$ cat config.mk
export PLATFORM = sky130hd
export DESIGN_NAME = muldiv_unit_flat
export DESIGN_NICKNAME = d
export VERILOG_FILES = /design/src/rtl/muldiv_if.sv /design/src/rtl/muldiv_unit.sv /design/src/flat_wrapper.sv
export SDC_FILE = /design/constraint.sdc
export NUM_CORES = 1
export LEC_CHECK = 0
export CORE_MARGIN = 2
export CORE_UTILIZATION = 45
export DETAILED_ROUTE_END_ITERATION = 10
export MAX_ROUTING_LAYER = met4
export PLACE_DENSITY = 0.75
export SLEW_MARGIN = 30
export SYNTH_ARGS = -nofsm -noshare
export SYNTH_HDL_FRONTEND = slang
export SYNTH_SLANG_ARGS = --single-unit
$ cat constraint.sdc
create_clock -name clk -period 8.1 [get_ports clk]
set_input_delay 0.81 -clock clk [delete_from_list [all_inputs] [get_ports clk]]
set_output_delay 0.81 -clock clk [all_outputs]
set_load 0.02 [all_outputs]
$ cat src/rtl/muldiv_if.sv
// muldiv_if: controller-side request, MTHI/MTLO write and HI/LO result signals of the multiply/divide unit
`timescale 1ns/1ps
interface muldiv_if #(parameter int WIDTH = 32);
  logic             start;
  logic [1:0]       op;
  logic [WIDTH-1:0] A;
  logic [WIDTH-1:0] B;
  logic             hi_we;
  logic             lo_we;
  logic [WIDTH-1:0] wdata;
  logic             busy;
  logic             done;
  logic             dz;
  logic [WIDTH-1:0] hi;
  logic [WIDTH-1:0] lo;
  modport master (output start, op, A, B, hi_we, lo_we, wdata, input busy, done, dz, hi, lo);
  modport slave  (input start, op, A, B, hi_we, lo_we, wdata, output busy, done, dz, hi, lo);
endinterface

$ cat src/rtl/muldiv_unit.sv
// muldiv_unit: iterative shift-add multiplier / restoring divider owning the HI/LO pair
`timescale 1ns/1ps
module muldiv_unit #(
  parameter int WIDTH = 32
) (
  input logic     clk,
  input logic     rst,
  muldiv_if.slave bus
);
  localparam int CW = $clog2(WIDTH);
  typedef enum logic [1:0] {IDLE, CALC, FINISH} state_t;
  state_t             state, nxt;
  logic [CW-1:0]      count;
  logic [1:0]         op_q;
  logic [WIDTH-1:0]   a_q, b_q;
  logic [2*WIDTH-1:0] acc, acc_nxt, prod;
  logic [WIDTH-1:0]   hi_q, lo_q, mag_a, mag_b, div_q, div_r, fin_hi, fin_lo;
  logic [WIDTH:0]     mul_sum, div_sh, div_df;
  logic               dz_q, is_div, is_signed, a_neg, b_neg, b_zero, last;
  function automatic logic [WIDTH-1:0] mag(input logic [WIDTH-1:0] x, input logic s);
    return (s & x[WIDTH-1]) ? -x : x;
  endfunction
  always_ff @(posedge clk or posedge rst)
    if (rst) state <= IDLE;
    else     state <= nxt;
  always_comb begin
    nxt = state;
    nxt = state == IDLE ? (bus.start ? CALC : IDLE) :
          state == CALC ? (last ? FINISH : CALC) : IDLE;
  end
  always_comb begin
    bus.busy = state != IDLE;
    bus.done = state == FINISH;
  end
  assign is_div    = op_q[1];
  assign is_signed = ~op_q[0];
  assign a_neg     = is_signed & a_q[WIDTH-1];
  assign b_neg     = is_signed & b_q[WIDTH-1];
  assign b_zero    = b_q == '0;
  assign mag_a     = mag(a_q, is_signed);
  assign mag_b     = mag(b_q, is_signed);
  assign last      = state == CALC && count == CW'(WIDTH - 1);
  // multiply: acc = {partial product, remaining multiplier bits}, shifted right each step
  // divide:   acc = {partial remainder, dividend/quotient bits}, shifted left each step
  always_comb begin
    mul_sum = {1'b0, acc[2*WIDTH-1:WIDTH]} + (acc[0] ? {1'b0, mag_a} : '0);
    div_sh  = {acc[2*WIDTH-1:WIDTH], acc[WIDTH-1]};
    div_df  = div_sh - {1'b0, mag_b};
    acc_nxt = is_div ? {div_df[WIDTH] ? div_sh[WIDTH-1:0] : div_df[WIDTH-1:0], acc[WIDTH-2:0], ~div_df[WIDTH]}
                     : {mul_sum, acc[WIDTH-1:1]};
  end
  // sign fix-up is applied to the final iteration so HI/LO are valid during FINISH
  always_comb begin
    prod   = (a_neg ^ b_neg) ? -acc_nxt : acc_nxt;
    div_q  = (a_neg ^ b_neg) ? -acc_nxt[WIDTH-1:0] : acc_nxt[WIDTH-1:0];
    div_r  = a_neg ? -acc_nxt[2*WIDTH-1:WIDTH] : acc_nxt[2*WIDTH-1:WIDTH];
    fin_hi = !is_div ? prod[2*WIDTH-1:WIDTH] : b_zero ? a_q : div_r;
    fin_lo = !is_div ? prod[WIDTH-1:0] : b_zero ? '1 : div_q;
  end
  always_ff @(posedge clk or posedge rst) begin
    if (rst) begin
      op_q  <= '0;
      a_q   <= '0;
      b_q   <= '0;
      acc   <= '0;
      count <= '0;
      hi_q  <= '0;
      lo_q  <= '0;
      dz_q  <= 1'b0;
    end else if (state == IDLE) begin
      if (bus.hi_we) hi_q <= bus.wdata;
      if (bus.lo_we) lo_q <= bus.wdata;
      if (bus.start) begin
        op_q  <= bus.op;
        a_q   <= bus.A;
        b_q   <= bus.B;
        acc   <= {{WIDTH{1'b0}}, bus.op[1] ? mag(bus.A, ~bus.op[0]) : mag(bus.B, ~bus.op[0])};
        count <= '0;
        dz_q  <= 1'b0;
      end
    end else if (state == CALC) begin
      acc   <= acc_nxt;
      count <= count + 1'b1;
      if (last) begin
        hi_q <= fin_hi;
        lo_q <= fin_lo;
        dz_q <= is_div & b_zero;
      end
    end
  end
  assign bus.hi = hi_q;
  assign bus.lo = lo_q;
  assign bus.dz = dz_q;
endmodule

$ cat src/flat_wrapper.sv
// flat-port wrapper written by rule: the top's interface ports become plain ports
module muldiv_unit_flat 
#(
  parameter int WIDTH = 32
)
  (clk, rst, bus_start, bus_op, bus_A, bus_B, bus_hi_we, bus_lo_we, bus_wdata, bus_busy, bus_done, bus_dz, bus_hi, bus_lo);
  muldiv_if #(.WIDTH(WIDTH)) bus_i ();
  input logic clk;
  input logic rst;
  input wire logic [$bits(bus_i.start)-1:0] bus_start;
  input wire logic [$bits(bus_i.op)-1:0] bus_op;
  input wire logic [$bits(bus_i.A)-1:0] bus_A;
  input wire logic [$bits(bus_i.B)-1:0] bus_B;
  input wire logic [$bits(bus_i.hi_we)-1:0] bus_hi_we;
  input wire logic [$bits(bus_i.lo_we)-1:0] bus_lo_we;
  input wire logic [$bits(bus_i.wdata)-1:0] bus_wdata;
  output wire logic [$bits(bus_i.busy)-1:0] bus_busy;
  output wire logic [$bits(bus_i.done)-1:0] bus_done;
  output wire logic [$bits(bus_i.dz)-1:0] bus_dz;
  output wire logic [$bits(bus_i.hi)-1:0] bus_hi;
  output wire logic [$bits(bus_i.lo)-1:0] bus_lo;
  assign bus_i.start = bus_start;
  assign bus_i.op = bus_op;
  assign bus_i.A = bus_A;
  assign bus_i.B = bus_B;
  assign bus_i.hi_we = bus_hi_we;
  assign bus_i.lo_we = bus_lo_we;
  assign bus_i.wdata = bus_wdata;
  assign bus_busy = bus_i.busy;
  assign bus_done = bus_i.done;
  assign bus_dz = bus_i.dz;
  assign bus_hi = bus_i.hi;
  assign bus_lo = bus_i.lo;
  muldiv_unit #(.WIDTH(WIDTH)) u_core (.clk(clk), .rst(rst), .bus(bus_i));
endmodule
==> results of run 1 <==
-- cells by family after synthesis --
logic type	synth area share, %
flops	27.0
buf+inv	3.97
compound gates	25.9
fa+ha+maj	5.03
simple gates	24.7
mux	2.17
xor+xnor	11.2
-- cells in the final DEF (no fill, tap or decap), types with 59 or more instances in the layout --
cell,count
xor2_1,99
a21oi_1,221
dfrtp_1,201
o21ai_0,237
xnor2_1,141
ha_1,72
nor3_1,59
nand2_1,441
clkdlybuf4s50_1,168
nor2_1,222
-- synth_stat cells (30+ instances only) --
cell,number
or3_1,30
xnor2_1,141
mux2i_1,36
xor2_1,99
o22ai_1,37
o21ai_0,237
nand2_1,442
o31ai_1,30
a21oi_1,222
dfrtp_1,202
nor2_1,225
nand3_1,52
a31oi_1,30
ha_1,72
inv_1,44
clkbuf_1,105
and2_1,33
nor3_1,60
-- flip-flops by register name, summed over array words and instances, names as in the netlist, 2 cells and up --
name	cells
u_core.acc	64
u_core.b_q	32
u_core.bus.hi	32
u_core.state	2
u_core.count	5
u_core.bus.lo	32
u_core.a_q	32
u_core.op_q	2
-- metrics by stage --
| step | setup slack, ps | hold WS (ps) |
|---|---|---|
| global route | 44.8 | 508 |
| detailed placement | 570 | 472 |
| finish | 667 | 482 |
| floorplan | 1570 | 449 |
| global placement | 795 | 466 |
| CTS | 563 | 485 |
-- how the worst max path moves through the flow --
stage,from,endpoint,slack [ps],depth (start not counted)
6_report,u_core.b_q[2],u_core.bus.hi[25],670,24
5_1_grt,u_core.b_q[2],u_core.bus.hi[30],40,27
4_1_cts,u_core.b_q[2],u_core.bus.hi[30],560,27
3_5_place_dp,u_core.b_q[2],u_core.bus.hi[30],570,27
3_3_place_gp,u_core.b_q[2],u_core.bus.hi[30],790,27
2_1_floorplan,u_core.b_q[2],u_core.bus.hi[30],1570,29
-- critical path: cells and delay by family (launching register included) --
| family | cells | cell delay (ps) |
|---|---|---|
| DFF | 1 | 430 |
| buffers and inverters | 1 | 240 |
| xor gates and xnor gates | 2 | 240 |
| and+or+nand+nor | 14 | 3850 |
| adders and majority gates | 1 | 480 |
| AOI/OAI and AO/OA | 6 | 2120 |
-- layer usage --
metal / share of wire (%) / up-vias / global-route usage, %
met5: 0 / - / -
met4: 5.5 / 0 / 15.5
met3: 10 / 255 / 5.27
met2: 44 / 1215 / 52.0
met1: 40 / 9612 / 45.6
li1: - / 9253 / -
-- cell type report --
cell class | count | area share (%)
tap | 532 | 3.06
clock buffer | 34 | 3.17
sequential | 202 | 23.3
multi-input combinational | 2135 | 59.7
clock inverter | 12 | 0.616
inverter | 44 | 0.795
antenna | 2 | 0.0230
timing repair buffer | 214 | 9.34
-- timing repair --
action / 4_1_cts / 5_1_grt
buffers inserted: 0 / 4
endpoints found under the hold margin: 0 / 0
resized for setup: 0 / 3
hold buffers: 0 / 0
endpoints found under the setup margin: 0 / 9
==> results.yml, run 1 <==
die:
  io_pins: 170
  die_area_um2: 43200
  die_w_um: 208
  coreArea_um2: 40900
  rows: 74
  initial_core_util_pct: 45.7
  die_y_um: 208
grt:
  antenna_found_initial: 3
  grt_first_pass_wirelength_um: 113000
  grt_pass1_vias: 18900
  grtUsageTotal_pct: 34.4
  grt_max_degree: 90
  grt_overflow: 0
clock_tree:
  clock_latency_ps: 570
  numCtsBuffers: 25
  htree_levels: 1
  cts_tree: "yes"
  cts.sinks: 202
  clockBufferDepth: 3
  cts_root_buf: "clkbuf_16"
  clk_pin_slew_worst_paths_ps: 60
yosys:
  synth_area_leaders: "dfrtp_1 (27%), nand2_1 (8.9%), xnor2_1 (6.6%), o21ai_0 (6.3%), a21oi_1 (5.9%)"
  yosys_register_bits: 202
  netlist_instances: 2524
  synth_edf_count: 0
  ys.flop_type: "dfrtp_1"
  postSynthAreaPerCell_um2: 7.41
  async_reset_ff_share_pct: 100
  yosysTopAreaCell: "dfrtp_1"
  synth_top_area_share_pct: 27.0
  yosysWarningCount: 0
  syn_nets: 2701
  ys_types: 94
  yosysSeqAreaShare_pct: 27.0
  syn-cell-area_um2: 18700
final_layout:
  fin_area_um2: 21700
  multi_input_area_um2: 13000
  area_growth_pct: 16.1
  fillers: 3883
  utilization_pct: 53.1
  drive_gt1_share_pct: 5.68
  nNetsFinal: 2799
  final_cells: 3175
  seq_area_um2: 5060
setup_path:
  criticalPathCategory: "register to register"
  cp.arrival_ps: 7920
  rrSetupSlack_ps: 670
  reg2reg_depth: 24
  worstPathMaxFanout: 22
  required_ps: 8590
  path_cells: "nor3_1, nand3b_1, nor3_1, nand2_1, or3_1, nor4_2, nor2_1, xnor2_1, ha_1, nand4_1, or3_1, nor3_2, and3_1, o21ai_4, a311oi_1, buf_4, and3b_1, nand3b_1, o21ai_1, o21ai_1, o21ai_1, xnor2_1, o221a_1, nor3_2"
  slowest_stage: "a311oi_1"
  reg2reg_to: "u_core.bus.hi[25]"
  worstReg2RegStart: "u_core.b_q[2]"
  max_stage_delay_ps: 600
  cp_common_cell: "o21ai_1"
  cp-start-kind: "register"
  critPathCaptureType: "register"
placed_design:
  placed_cell_area_um2: 20800
  dp.cells: 3123
  gp_congestion: 1.06
  dp_hpwl_um: 57800
  portBuffers: 169
routing:
  firstDrtPassIters: 9
  vias: 20300
  wl_per_cell_um: 23.6
  drc_errors: 0
  drtAntennaViolNets: 0
  routed_wl_um: 74800
  via_per_inst: 6.40
  drt_iter0_drc: 2481
status:
  status: "complete, no violations"
timing:
  setup_viol: 0
  finalSetupTns_ps: 0
  max_freq_mhz: 135
  maxSlewViolCount: 0
  hold_viol_final: 0
  grt_setup_unrepaired: "false"
  slew_headroom_pct: 31.3
  fin_crit_ps: 7430
  worst_pin_slew_ps: 1030
  finalCritPeriodShare_pct: 91.8
  skew_ps: 35.2
min_path:
  hold_class: "register to register"
  min_path_cells: 2
  hold_end: "u_core.bus.lo[2]"
  min_from: "u_core.bus.lo[2]"
run:
  maxCapViolations: 0
Power of run 1 is not shown: default switching activity piles up to over one toggle a cycle in this logic, so the estimate is an artifact.
==> inputs of run 2 (changes only) <==
Settings changed: CORE_ASPECT_RATIO set to 1.25, RECOVER_POWER set to 25.
==> results.yml, run 2 (synthesized netlist as in run 1, its figures left out) <==
grt:
  grtUsageMet1_pct: 46.9
  grt_overflow: 0
  grt_first_pass_wirelength_um: 121000
  use_met2_pct: 59.2
  met3_usage_pct: 6.09
  grt_pass1_vias: 19200
  busiest_layer: "met2"
  grtUsageTotal_pct: 37.9
  antenna_found_initial: 3
  grt_max_degree: 85
die:
  rows: 83
  coreArea_um2: 41000
  die_y_um: 232
  die_area_um2: 43200
  io_pins: 170
  initial_core_util_pct: 45.6
  die_w_um: 186
placed_design:
  dpl_worst_slack_ps: 634
  dp.cells: 3150
  portBuffers: 169
  gp_congestion: 1.04
  dp_hpwl_um: 64800
setup_path:
  criticalPathCategory: "register to register"
  required_ps: 8500
  worstPathMaxFanout: 22
  critPathCaptureType: "register"
  cp-start-kind: "register"
  cp.arrival_ps: 8070
timing:
  skew_ps: 18.6
  fin_crit_ps: 7670
  finalCritPeriodShare_pct: 94.7
  hold_viol_final: 0
  worst_pin_slew_ps: 2770
  setup_viol: 0
  slew_headroom_pct: -85.8
  fin_ws_ps: 426
  finalSetupTns_ps: 0
  maxSlewViolCount: 53
  max_freq_mhz: 130
  grt_setup_unrepaired: "false"
clock_tree:
  cts_root_buf: "clkbuf_16"
  clockBufferDepth: 3
  ctsHoldBuffers: 0
  post_cts_resized: 0
  clock_latency_ps: 560
  clk_pin_slew_worst_paths_ps: 60
  numCtsBuffers: 24
  cts.sinks: 202
  htree_levels: 1
  cts_tree: "yes"
  cts_setup_buffers: 0
min_path:
  hold_class: "register to register"
final_layout:
  mostFrequentLayoutCells: "nand2_1 (441), o21ai_0 (237), nor2_1 (222)"
  final_cells: 3196
  final_common_cell: "nand2_1"
  drive_gt1_share_pct: 5.83
  largest_register: "u_core.acc"
  nNetsFinal: 2802
  area_growth_pct: 16.3
  largest_reg_flops: 64
  utilization_pct: 53.0
routing:
  wl_per_cell_um: 25.5
  firstDrtPassIters: 7
  drtAntennaViolNets: 0
  drc_errors: 0
  via_per_inst: 6.32
  vias: 20200
  routed_wl_um: 81600
  drt_iter0_drc: 2021
run:
  maxCapViolations: 1
status:
  status: "finished, violations left"
  violations: "capacitance limit, slew limit"
==> run 2: cell count changes in the layout (fill, tap and decap cells not counted), moves of 2 or more <==
cell and change:
buf_4 +4, clkinvlp_4 +2, clkinv_2 -2, inv_6 +3
clkbuf_1 -4
==> run 2: stage by stage <==
step	hold slack (ps)	cell area (µm²)
3_5_place_dp	470	20900
2_1_floorplan	449	18700
3_3_place_gp	465	20900
5_1_grt	504	21800
6_report	484	21800
4_1_cts	483	21700
==> run 2: cell type report <==
class	instances	area (µm²)
Fill cell	3966	19300
Multi-Input combinational cell	2135	12900
Antenna cell	1	2.50
Clock inverter	16	170
Timing Repair Buffer	218	2090
Inverter	44	166
Sequential cell	202	5060
Clock buffer	28	636
Tap cell	552	691
==> run 2: final timing paths <==
path                             startpoint                end  slack (ps)  cells past startpoint
min reg2reg                u_core.bus.hi[0]   u_core.bus.hi[0]         480                      2
max in group asynchronous               rst   u_core.bus.hi[0]        4580                      5
min                        u_core.bus.hi[0]   u_core.bus.hi[0]         480                      2
max reg2reg                   u_core.b_q[2]  u_core.bus.hi[14]         430                     27
min in group asynchronous               rst     u_core.acc[60]        1480                      2
max                           u_core.b_q[2]  u_core.bus.hi[14]         430                     27
==> run 2: layer usage <==
layer | wire length (µm) | part of all wire (%)
met2 | 36700 | 45
met1 | 32500 | 40
met4 | 5260 | 6.4
met3 | 7220 | 8.8
met5 | 0 | 0
==> run 2: critical path: stages, from the launching register on <==
cell	delay, ps
dfrtp_1	430
nor3_1	300
nand3b_1	150
nor3_1	350
nand2_1	240
or3_1	390
nor4_1	460
nor2_1	130
xnor2_1	170
ha_1	480
nand4_1	200
or3_1	360
nor3_2	190
and3_1	500
o21ai_4	270
nand2_2	180
o21ai_0	120
mux2i_1	370
ha_1	270
nand3_1	230
nor4_2	260
buf_4	190
and2_1	170
nor2_1	60
xnor2_1	160
a21oi_1	90
a221oi_1	610
a21oi_1	170
Power of run 2 is left out for the same reason.
